[src/rtl/uart_pkg.sv]
// rtl/uart_pkg.sv - shared UART types, constants and baud divider helper
package uart_pkg;

  localparam int UART_DATA_BITS = 8;

  typedef enum logic [2:0] {
    UART_IDLE,
    UART_START,
    UART_DATA,
    UART_STOP,
    UART_WAIT_IDLE
  } uart_state_e;

  // Clock cycles per bit, integer-truncated
  function automatic int baud_div(input int clk, input int baud);
    return clk / baud;
  endfunction

endpackage

[src/rtl/uart_rx_byte_if.sv]
// rtl/uart_rx_byte_if.sv - serial line in, received byte and status out
interface uart_rx_byte_if;
  import uart_pkg::*;

  logic                      rxd;
  logic [UART_DATA_BITS-1:0] rx_data;
  logic                      rx_busy;
  logic                      rx_done;
  logic                      rx_err;

  // Receiver side: consumes the line, produces byte and status
  modport master (
    input  rxd,
    output rx_data,
    output rx_busy,
    output rx_done,
    output rx_err
  );

  // Line driver / byte consumer side
  modport slave (
    output rxd,
    input  rx_data,
    input  rx_busy,
    input  rx_done,
    input  rx_err
  );

endinterface

[src/rtl/sync_2ff.sv]
// rtl/sync_2ff.sv - two-flop synchroniser for one asynchronous bit
module sync_2ff #(
  parameter logic RST_VAL = 1'b1
) (
  input  logic clk_i,
  input  logic rst_i,
  input  logic d_i,
  output logic q_o
);

  logic meta_q;
  logic sync_q;

  // Two register stages to settle metastability before use
  always_ff @(posedge clk_i) begin
    if (rst_i) begin
      meta_q <= RST_VAL;
      sync_q <= RST_VAL;
    end else begin
      meta_q <= d_i;
      sync_q <= meta_q;
    end
  end

  assign q_o = sync_q;

endmodule

[src/rtl/uart_rx_byte.sv]
// rtl/uart_rx_byte.sv - 8N1 UART receiver delivering bytes with busy/done/err
module uart_rx_byte
  import uart_pkg::*;
#(
  parameter int CLK_FREQ = 50_000_000,
  parameter int BAUD     = 115200
) (
  input  logic           SYS_CLK,
  input  logic           RST,
  uart_rx_byte_if.master rx_if
);

  localparam int BAUD_DIV = baud_div(CLK_FREQ, BAUD);
  localparam int HALF_DIV = BAUD_DIV / 2;
  localparam int CNT_W    = $clog2(BAUD_DIV);
  localparam int BIT_W    = $clog2(UART_DATA_BITS);

  // Counter reloads are one less than the interval: sampling happens at zero
  localparam logic [CNT_W-1:0] HALF_LOAD = CNT_W'(HALF_DIV - 1);
  localparam logic [CNT_W-1:0] BAUD_LOAD = CNT_W'(BAUD_DIV - 1);
  localparam logic [BIT_W-1:0] LAST_BIT  = BIT_W'(UART_DATA_BITS - 1);

  logic                      rxd_s;
  logic                      rxd_d_q;
  uart_state_e               state_q;
  logic [CNT_W-1:0]          cnt_q;
  logic [BIT_W-1:0]          bit_q;
  logic [UART_DATA_BITS-1:0] shift_q;
  logic [UART_DATA_BITS-1:0] shift_d;
  logic [UART_DATA_BITS-1:0] data_q;
  logic                      busy_q;
  logic                      done_q;
  logic                      err_q;
  logic                      sample;

  sync_2ff #(
    .RST_VAL(1'b1)
  ) u_sync_rxd (
    .clk_i(SYS_CLK),
    .rst_i(RST),
    .d_i  (rx_if.rxd),
    .q_o  (rxd_s)
  );

  assign sample = (cnt_q == '0);

  // Line is LSB first: new bits enter at the top and shift down
  always_comb begin
    shift_d = {rxd_s, shift_q[UART_DATA_BITS-1:1]};
  end

  // Receive FSM with registered byte, busy and one-cycle done/err pulses
  always_ff @(posedge SYS_CLK) begin
    if (RST) begin
      state_q <= UART_IDLE;
      rxd_d_q <= 1'b1;
      cnt_q   <= '0;
      bit_q   <= '0;
      shift_q <= '0;
      data_q  <= '0;
      busy_q  <= 1'b0;
      done_q  <= 1'b0;
      err_q   <= 1'b0;
    end else begin
      rxd_d_q <= rxd_s;
      done_q  <= 1'b0;
      err_q   <= 1'b0;
      case (state_q)
        UART_IDLE: begin
          if (!rxd_s && rxd_d_q) begin
            cnt_q   <= HALF_LOAD;
            state_q <= UART_START;
          end
        end
        UART_START: begin
          if (sample) begin
            if (!rxd_s) begin
              cnt_q   <= BAUD_LOAD;
              bit_q   <= '0;
              state_q <= UART_DATA;
            end else begin
              state_q <= UART_IDLE;
            end
          end else begin
            cnt_q <= cnt_q - CNT_W'(1);
          end
        end
        UART_DATA: begin
          // Busy rises one edge after the confirmed start sample
          busy_q <= 1'b1;
          if (sample) begin
            shift_q <= shift_d;
            cnt_q   <= BAUD_LOAD;
            if (bit_q == LAST_BIT) begin
              state_q <= UART_STOP;
            end else begin
              bit_q <= bit_q + BIT_W'(1);
            end
          end else begin
            cnt_q <= cnt_q - CNT_W'(1);
          end
        end
        UART_STOP: begin
          if (sample) begin
            // Deliver even on framing error to keep downstream byte pairing
            data_q  <= shift_q;
            busy_q  <= 1'b0;
            done_q  <= 1'b1;
            err_q   <= !rxd_s;
            state_q <= rxd_s ? UART_IDLE : UART_WAIT_IDLE;
          end else begin
            cnt_q <= cnt_q - CNT_W'(1);
          end
        end
        UART_WAIT_IDLE: begin
          // A held-low line (break) must return high before the next start
          if (rxd_s) begin
            state_q <= UART_IDLE;
          end
        end
        default: state_q <= UART_IDLE;
      endcase
    end
  end

  assign rx_if.rx_data = data_q;
  assign rx_if.rx_busy = busy_q;
  assign rx_if.rx_done = done_q;
  assign rx_if.rx_err  = err_q;

endmodule

[src/flat_wrapper.sv]
// flat-port wrapper written by rule: the top's interface ports become plain ports
module uart_rx_byte_flat import uart_pkg::*;
#(
  parameter int CLK_FREQ = 50_000_000,
  parameter int BAUD     = 115200
)
  (SYS_CLK, RST, rx_if_rxd, rx_if_rx_data, rx_if_rx_busy, rx_if_rx_done, rx_if_rx_err);
  uart_rx_byte_if rx_if_i ();
  input  logic SYS_CLK;
  input  logic RST;
  input wire logic [$bits(rx_if_i.rxd)-1:0] rx_if_rxd;
  output wire logic [$bits(rx_if_i.rx_data)-1:0] rx_if_rx_data;
  output wire logic [$bits(rx_if_i.rx_busy)-1:0] rx_if_rx_busy;
  output wire logic [$bits(rx_if_i.rx_done)-1:0] rx_if_rx_done;
  output wire logic [$bits(rx_if_i.rx_err)-1:0] rx_if_rx_err;
  assign rx_if_i.rxd = rx_if_rxd;
  assign rx_if_rx_data = rx_if_i.rx_data;
  assign rx_if_rx_busy = rx_if_i.rx_busy;
  assign rx_if_rx_done = rx_if_i.rx_done;
  assign rx_if_rx_err = rx_if_i.rx_err;
  uart_rx_byte #(.CLK_FREQ(CLK_FREQ), .BAUD(BAUD)) u_core (.SYS_CLK(SYS_CLK), .RST(RST), .rx_if(rx_if_i));
endmodule
[config.mk]
export PLATFORM = sky130hd
export DESIGN_NAME = uart_rx_byte_flat
export DESIGN_NICKNAME = d
export VERILOG_FILES = /design/src/rtl/uart_pkg.sv /design/src/rtl/uart_rx_byte_if.sv /design/src/rtl/sync_2ff.sv /design/src/rtl/uart_rx_byte.sv /design/src/flat_wrapper.sv
export SDC_FILE = /design/constraint.sdc
export NUM_CORES = 1
export LEC_CHECK = 0
export BUFFER_PORTS_ARGS = -buffer_cell sky130_fd_sc_hd__buf_4
export CAP_MARGIN = 20
export CORE_MARGIN = 2
export CORE_UTILIZATION = 55
export CTS_CLUSTER_DIAMETER = 60
export DETAILED_ROUTE_END_ITERATION = 8
export PLACE_DENSITY = 0.74
export SLEW_MARGIN = 20
export SYNTH_ARGS = -nofsm -noshare
export SYNTH_HDL_FRONTEND = slang
export SYNTH_HIERARCHICAL = 1
export SYNTH_SLANG_ARGS = --single-unit
[constraint.sdc]
create_clock -name SYS_CLK -period 2.4 [get_ports SYS_CLK]
set_clock_uncertainty 0.15 [all_clocks]
set_input_delay 0.12 -clock SYS_CLK [delete_from_list [all_inputs] [get_ports SYS_CLK]]
set_output_delay 0.12 -clock SYS_CLK [all_outputs]
set_load 0.01 [all_outputs]
==> results.toml, run 1 <==
[synth]
syn-num-nets = 209
synth-seq-cells = 37
async_flop_share = 0
yosysTopAreaCell = "dfxtp_1"
synth_cells = 202
synth_top_area_frac = 0.444
ys.flop_type = "dfxtp_1"
synth_area_leaders = "dfxtp_1, nand2_1, a21oi_1"
synth_cell_type_count = 45
synth-edff-count = 0
yosysWarnings = 6
synth-seq-area-share = 0.444
syn_avg_cell_area_um2 = 8.25
syn_area_um2 = 1670

[hold_path]
holdPathStages = 1
hp-class = "flop to flop"

[cells_and_area]
antenna_cells = 0
fin_nets = 224
fillers = 230
regArea_um2 = 741
area_growth_pct = 11.8
drive_above_1_share = 0.161
multi_input_area_um2 = 863

[timing]
relSlewSlack = 0.614
slew_violations = 0
rsz0062_at_grt = "false"
period_share = 0.869
hold_violations = 0
fmaxAchievable_ghz = 0.479
setup_tns_ns = 0
worst_pin_slew_ns = 0.576
hold_slack_ns = 0.269
setup_violations = 0
fin_crit_ns = 2.09

[placed_design]
gp_congestion = 0.854
dp_hpwl_um = 2340
io_buffer_count = 13

[power]
p_int_mw = 1.31
p_sw_uw = 857
p_seq_frac = 0.372
power_leakage_nw = 0.724
switching_share = 0.395
ir_worst_vdd_uv = 613
p_per_area_nw_per_um2 = 1160
pwr-share-comb = 0.439
clockPowerShare = 0.189

[critical_path]
worstSetupStartpoint = "u_core/cnt_q[0]"
r2r_slack_ns = 0.31
cp.arrival_ns = 2.21
cp_data_required_time_ns = 2.52
start_kind = "flop"
worstSetupPathType = "flop to flop"
worstPathMaxFanout = 8
regToRegStartpoint = "u_core/cnt_q[0]"
crit_path_end = "u_core/rx_if.rx_data[5]"
r2r_cells = 7
worst_r2r_endpoint = "u_core/rx_if.rx_data[5]"
crit_path_end_kind = "flop"

[drt]
num_vias = 1441
ant_nets = 0
drtIter0Drc = 52
finalWirelength_um = 3310
dr.pass1.iters = 4
post_drt_wl_per_cell_um = 13.3
route.detailed.drc = 0
vias_per_cell = 5.81

[cts]
htree_levels = 2
cts-buffers-inserted = 5
clock_sinks = 37
post_cts_buffers = 0
cts_tree = "done"
clk_pin_slew_ns = 0.11
clock_path_buffers = 2
clkLatencyLatePin_ns = 0.34
cts_root_buf = "clkbuf_4"

[global_routing]
grt_use_met3 = 0.0590
grtUsageTotal = 0.215
use_met1 = 0.277
antenna_found_initial = 0
grt_pass1_vias = 1356
grt.overflow.total = 0
grtUsageMet2 = 0.351
grt_pass1_wl_um = 5750
grt_max_degree = 36
grt-busiest-layer = "met2"

[run_status]
status = "completed"

[floorplan]
dieHeight_um = 59.0
start_util = 0.589
core_um2 = 2830
num_rows = 19
pin_count = 14
dieArea_um2 = 3490
die_x_um = 59.0

[run]
cap_violations = 0
[worst min path at each step]
stage	start	end	slack [ns]
6_report	u_core/u_sync_rxd/meta_q	u_core/u_sync_rxd/q_o	0.27
2_1_floorplan	RST	u_core/u_sync_rxd/meta_q	0.07
5_1_grt	u_core/u_sync_rxd/meta_q	u_core/u_sync_rxd/q_o	0.30
3_3_place_gp	rx_if_rxd	u_core/u_sync_rxd/meta_q	0.16
4_1_cts	u_core/u_sync_rxd/meta_q	u_core/u_sync_rxd/q_o	0.28
3_5_place_dp	rx_if_rxd	u_core/u_sync_rxd/meta_q	0.16
[area by class of cell]
type,instances,area share
Inverter,4,0.00806
Tap cell,31,0.0208
Clock inverter,2,0.0188
Multi-Input combinational cell,152,0.463
Timing Repair Buffer,17,0.0712
Sequential cell,37,0.398
Clock buffer,5,0.0201
[timing repair]
item,4_1_cts,5_1_grt
resized for setup,0,0
endpoints found under the hold margin,2,0
endpoints found under the setup margin,0,0
hold buffers,2,0
[layout by cell type, fill, tap and decap left out, types with 3 or more instances in the layout]
cell type | synthesis | final
a21o_1 | 3 | 3
a21oi_1 | 28 | 28
buf_4 | 1 | 15
clkbuf_4 | 0 | 5
dfxtp_1 | 37 | 37
ha_1 | 4 | 4
inv_1 | 4 | 4
nand2_1 | 41 | 41
nor2_1 | 19 | 19
nor3b_1 | 3 | 3
o21ai_0 | 4 | 4
o31ai_1 | 3 | 3
or2_2 | 4 | 4
[synthesized netlist by cell type, types with 3 or more instances]
master / count
a21o_1: 3
a21oi_1: 28
clkbuf_1: 5
dfxtp_1: 37
ha_1: 4
inv_1: 4
nand2_1: 41
nor2_1: 19
nor3b_1: 3
o21ai_0: 4
o31ai_1: 3
or2_2: 4
[power by group through the flow]
| stage | clock [mW] | sequential (mW) | combinational, mW |
|---|---|---|---|
| floorplan | 0 | 0.778 | 0.806 |
| finish | 0.410 | 0.806 | 0.951 |
| global route | 0.446 | 0.820 | 1.06 |
| detailed placement | 0 | 0.817 | 0.933 |
| global placement | 0 | 0.812 | 0.929 |
| CTS | 0.422 | 0.803 | 0.943 |
[state kept, by name, indices dropped and copies added, names as in the netlist]
signal and cells:
u_core/bit_q 3, u_core/cnt_q 9, u_core/rx_if.rx_busy 1, u_core/rx_if.rx_data 8
u_core/rx_if.rx_done 1, u_core/rx_if.rx_err 1, u_core/rxd_d_q 1, u_core/shift_q 8
u_core/state_q 3, u_core/u_sync_rxd/meta_q 1, u_core/u_sync_rxd/q_o 1
[worst max-delay path, cell delays in order (launching register included)]
cell and delay [ns]:
dfxtp_1 0.33, inv_1 0.12, ha_1 0.20, nor3b_1 0.26, nand3_1 0.18, nor2_1 0.50, nand2_1 0.11, a21oi_1 0.18
[per-stage QoR]
step | power [mW] | cells | setup slack, ns | util | area [um^2]
final | 2.17 | 248 | 0.313 | 0.659 | 1860
after global routing | 2.32 | 248 | 0.165 | 0.659 | 1860
after CTS | 2.17 | 248 | 0.329 | 0.659 | 1860
after detailed placement | 1.75 | 239 | 0.365 | 0.626 | 1770
after global placement | 1.74 | 239 | 0.421 | 0.626 | 1770
after floorplan | 1.58 | 202 | 0.545 | - | 1670
[per-layer routing]
metal / vias up / wire, um
li1: 732 / -
met1: 678 / 1620
met2: 26 / 1520
met3: 5 / 129
met4: 0 / 38
met5: - / 0
[cells by family (layout without fill, tap and decap cells)]
| logic type | after synthesis | after routing | share of synthesized area |
|---|---|---|---|
| buffers and inverters | 13 | 28 | 0.0375 |
| adders and majority gates | 4 | 4 | 0.0300 |
| AOI/OAI and AO/OA | 54 | 54 | 0.203 |
| muxes | 2 | 2 | 0.0135 |
| and+or+nand+nor | 91 | 91 | 0.266 |
| xor gates and xnor gates | 1 | 1 | 0.00526 |
| DFF | 37 | 37 | 0.444 |
Power figures use the tool's default switching activity.
==> inputs of run 2 (changes only) <==
--- a/config.mk
+++ b/config.mk
@@ -11,9 +11,9 @@
 export CORE_UTILIZATION = 55
 export CTS_CLUSTER_DIAMETER = 60
 export DETAILED_ROUTE_END_ITERATION = 8
+export GPL_TIMING_DRIVEN = 0
 export PLACE_DENSITY = 0.74
 export SLEW_MARGIN = 20
 export SYNTH_ARGS = -nofsm -noshare
 export SYNTH_HDL_FRONTEND = slang
-export SYNTH_HIERARCHICAL = 1
 export SYNTH_SLANG_ARGS = --single-unit
==> results.toml, run 2 <==
[synth]
yosysWarnings = 0
syn-num-nets = 185
synth_top_area_frac = 0.446
synth-xor-area-share = 0.00528
synthAdderAreaFrac = 0.0226
async_flop_share = 0
yosysTopAreaCell = "dfxtp_1"
synth_cell_type_count = 43
synth.most_common_cell = "dfxtp_1"
syn_area_um2 = 1660
muxShareOfSynthArea = 0.103
synth_compound_area_frac = 0.161
synth_cells = 179
synth_area_leaders = "dfxtp_1, mux2i_1, nor2_1"
synth-seq-cells = 37
synth-seq-area-share = 0.446
synth-edff-count = 0
ys.flop_type = "dfxtp_1"
yosys.area_share.simple = 0.213
syn_avg_cell_area_um2 = 9.27
synth_common_cells = "dfxtp_1, nor2_1, mux2i_1"
synth_top_family_by_area = "simple AND/OR/NAND/NOR gates"

[hold_path]
hp-class = "input pin to flop"
worstHoldStart = "RST"
whs_endpoint = "u_core.u_sync_rxd.q_o"
holdPathStages = 2

[cells_and_area]
fin_area_um2 = 1890
antenna_cells = 0
regMostFlops = "u_core.cnt_q"
fin_util = 0.674
final_common_cell = "dfxtp_1"
area_growth_pct = 13.9
largest_reg_flops = 9
drive_above_1_share = 0.195
final_cell_mix = "dfxtp_1, nor2_1, mux2i_1"
fin_nets = 205

[critical_path]
regToRegStartpoint = "u_core.cnt_q[4]"
crit_path_end_kind = "flop"
crit_chain = "buf_6, or4_1, buf_4, or4_4, mux2i_1, nor2_1"
worstSetupStartpoint = "u_core.cnt_q[4]"
path_buf_inv = 2
critPathMaxStageDelay_ns = 0.64
cp_data_required_time_ns = 2.49
worstSetupPathType = "flop to flop"
cp_slowest_cell = "or4_4"
r2r_cells = 6
start_kind = "flop"
worst_r2r_endpoint = "u_core.rx_if.rx_data[2]"
worstPathMaxFanout = 11
path_delay_family = "simple AND/OR/NAND/NOR gates"
cp.arrival_ns = 2.44
r2r_slack_ns = 0.04

[floorplan]
dieHeight_um = 58.9
core_um2 = 2810
pin_count = 14
die_x_um = 58.9
dieArea_um2 = 3470
start_util = 0.591
num_rows = 19

[timing]
relSlewSlack = 0.417
hold_violations = 0
fmaxAchievable_ghz = 0.425
period_share = 0.981
fin_crit_ns = 2.36
setup_slack_ns = 0.0450
slew_violations = 0
worst_pin_slew_ns = 0.853
setup_violations = 0

[global_routing]
antenna_found_initial = 0
grt.overflow.total = 0
grt_pass1_vias = 1252
grtUsageTotal = 0.222
grt_pass1_wl_um = 5780
grt_max_degree = 13

[drt]
finalWirelength_um = 3470
drtIter0Drc = 78
route.detailed.drc = 0
ant_nets = 0
num_vias = 1409
dr.pass1.iters = 5
vias_per_cell = 6.10
post_drt_wl_per_cell_um = 15.0

[cts]
clk_pin_slew_ns = 0.11
cts_tree = "done"
htree_levels = 2
cts-buffers-inserted = 5
clock_sinks = 37
cts_root_buf = "clkbuf_4"
clock_path_buffers = 2
clkLatencyLatePin_ns = 0.35

[placed_design]
gp_congestion = 0.771
dp_hpwl_um = 2450
place_ws_ns = -0.0283
io_buffer_count = 12
placed_cell_area_um2 = 1790

[power]
ir_worst_vdd_uv = 463
p_sw_uw = 492
p_seq_frac = 0.486
p_int_uw = 931
power_leakage_nw = 0.755
clockPowerShare = 0.231
pwr-share-comb = 0.283
p_per_area_nw_per_um2 = 753
switching_share = 0.346
total_power_mw = 1.42

[run_status]
status = "completed"

[run]
cap_violations = 0
## run 2: final cells by class
type,instances,area (um^2)
Clock buffer,5,37.5
Multi-Input combinational cell,126,860
Buffer,11,56.3
Fill cell,244,916
Timing Repair Buffer,15,128
Inverter,3,11.3
Tap cell,31,38.8
Clock inverter,3,17.5
Sequential cell,37,741
## run 2: worst register-to-register path, delay by kind of cell, from the launching register on
kind	cells	cell delay, ns
DFF	1	0.32
muxes	1	0.21
and+or+nand+nor	3	1.24
buffers and inverters	2	0.32
## run 2: per-stage QoR
stage / cells / hold WS (ns) / TNS, ns
finish: 231 / 0.175 / 0
global route: 231 / 0.187 / -0.0191
CTS: 230 / 0.121 / 0
detailed placement: 222 / 0.161 / -0.157
global placement: 222 / 0.158 / 0
floorplan: 179 / 0.0738 / 0
## run 2: how the worst max path moves through the flow
stage	depth (start not counted)	slack, ns	end
6_report	6	0.04	u_core.rx_if.rx_data[2]
5_1_grt	6	-0.006	u_core.rx_if.rx_data[6]
4_1_cts	7	0.04	u_core.rx_if.rx_data[2]
3_5_place_dp	8	-0.03	u_core.rx_if.rx_data[6]
3_3_place_gp	8	0.02	u_core.rx_if.rx_data[5]
2_1_floorplan	8	0.16	u_core.rx_if.rx_data[0]
## run 2: timing repair
item / CTS / global route
setup endpoints to repair: 13 / 18
gates resized for setup: 1 / 6
hold buffers: 1 / 0
setup buffers: 0 / 2
endpoints found under the hold margin: 1 / 0
## run 2: logic make-up after synthesis
| kind of cell | after synthesis |
|---|---|
| xor+xnor | 1 |
| mux | 17 |
| flops | 37 |
| buf+inv | 16 |
| simple gates | 64 |
| fa+ha+maj | 3 |
| compound gates | 41 |
## run 2: per-layer routing
layer	up-vias	track usage	part of all wire
li1	699	-	-
met1	658	0.298	0.46
met2	41	0.332	0.46
met3	11	0.0462	0.058
met4	0	0.123	0.019
met5	-	0	0
## run 2: power groups by stage
stage          clock network [mW]  registers, mW  logic (mW)
4_1_cts                     0.333          0.690       0.355
3_5_place_dp                    0          0.704       0.348
5_1_grt                     0.368          0.699       0.439
2_1_floorplan                   0          0.693       0.278
3_3_place_gp                    0          0.699       0.337
6_report                    0.329          0.691       0.403
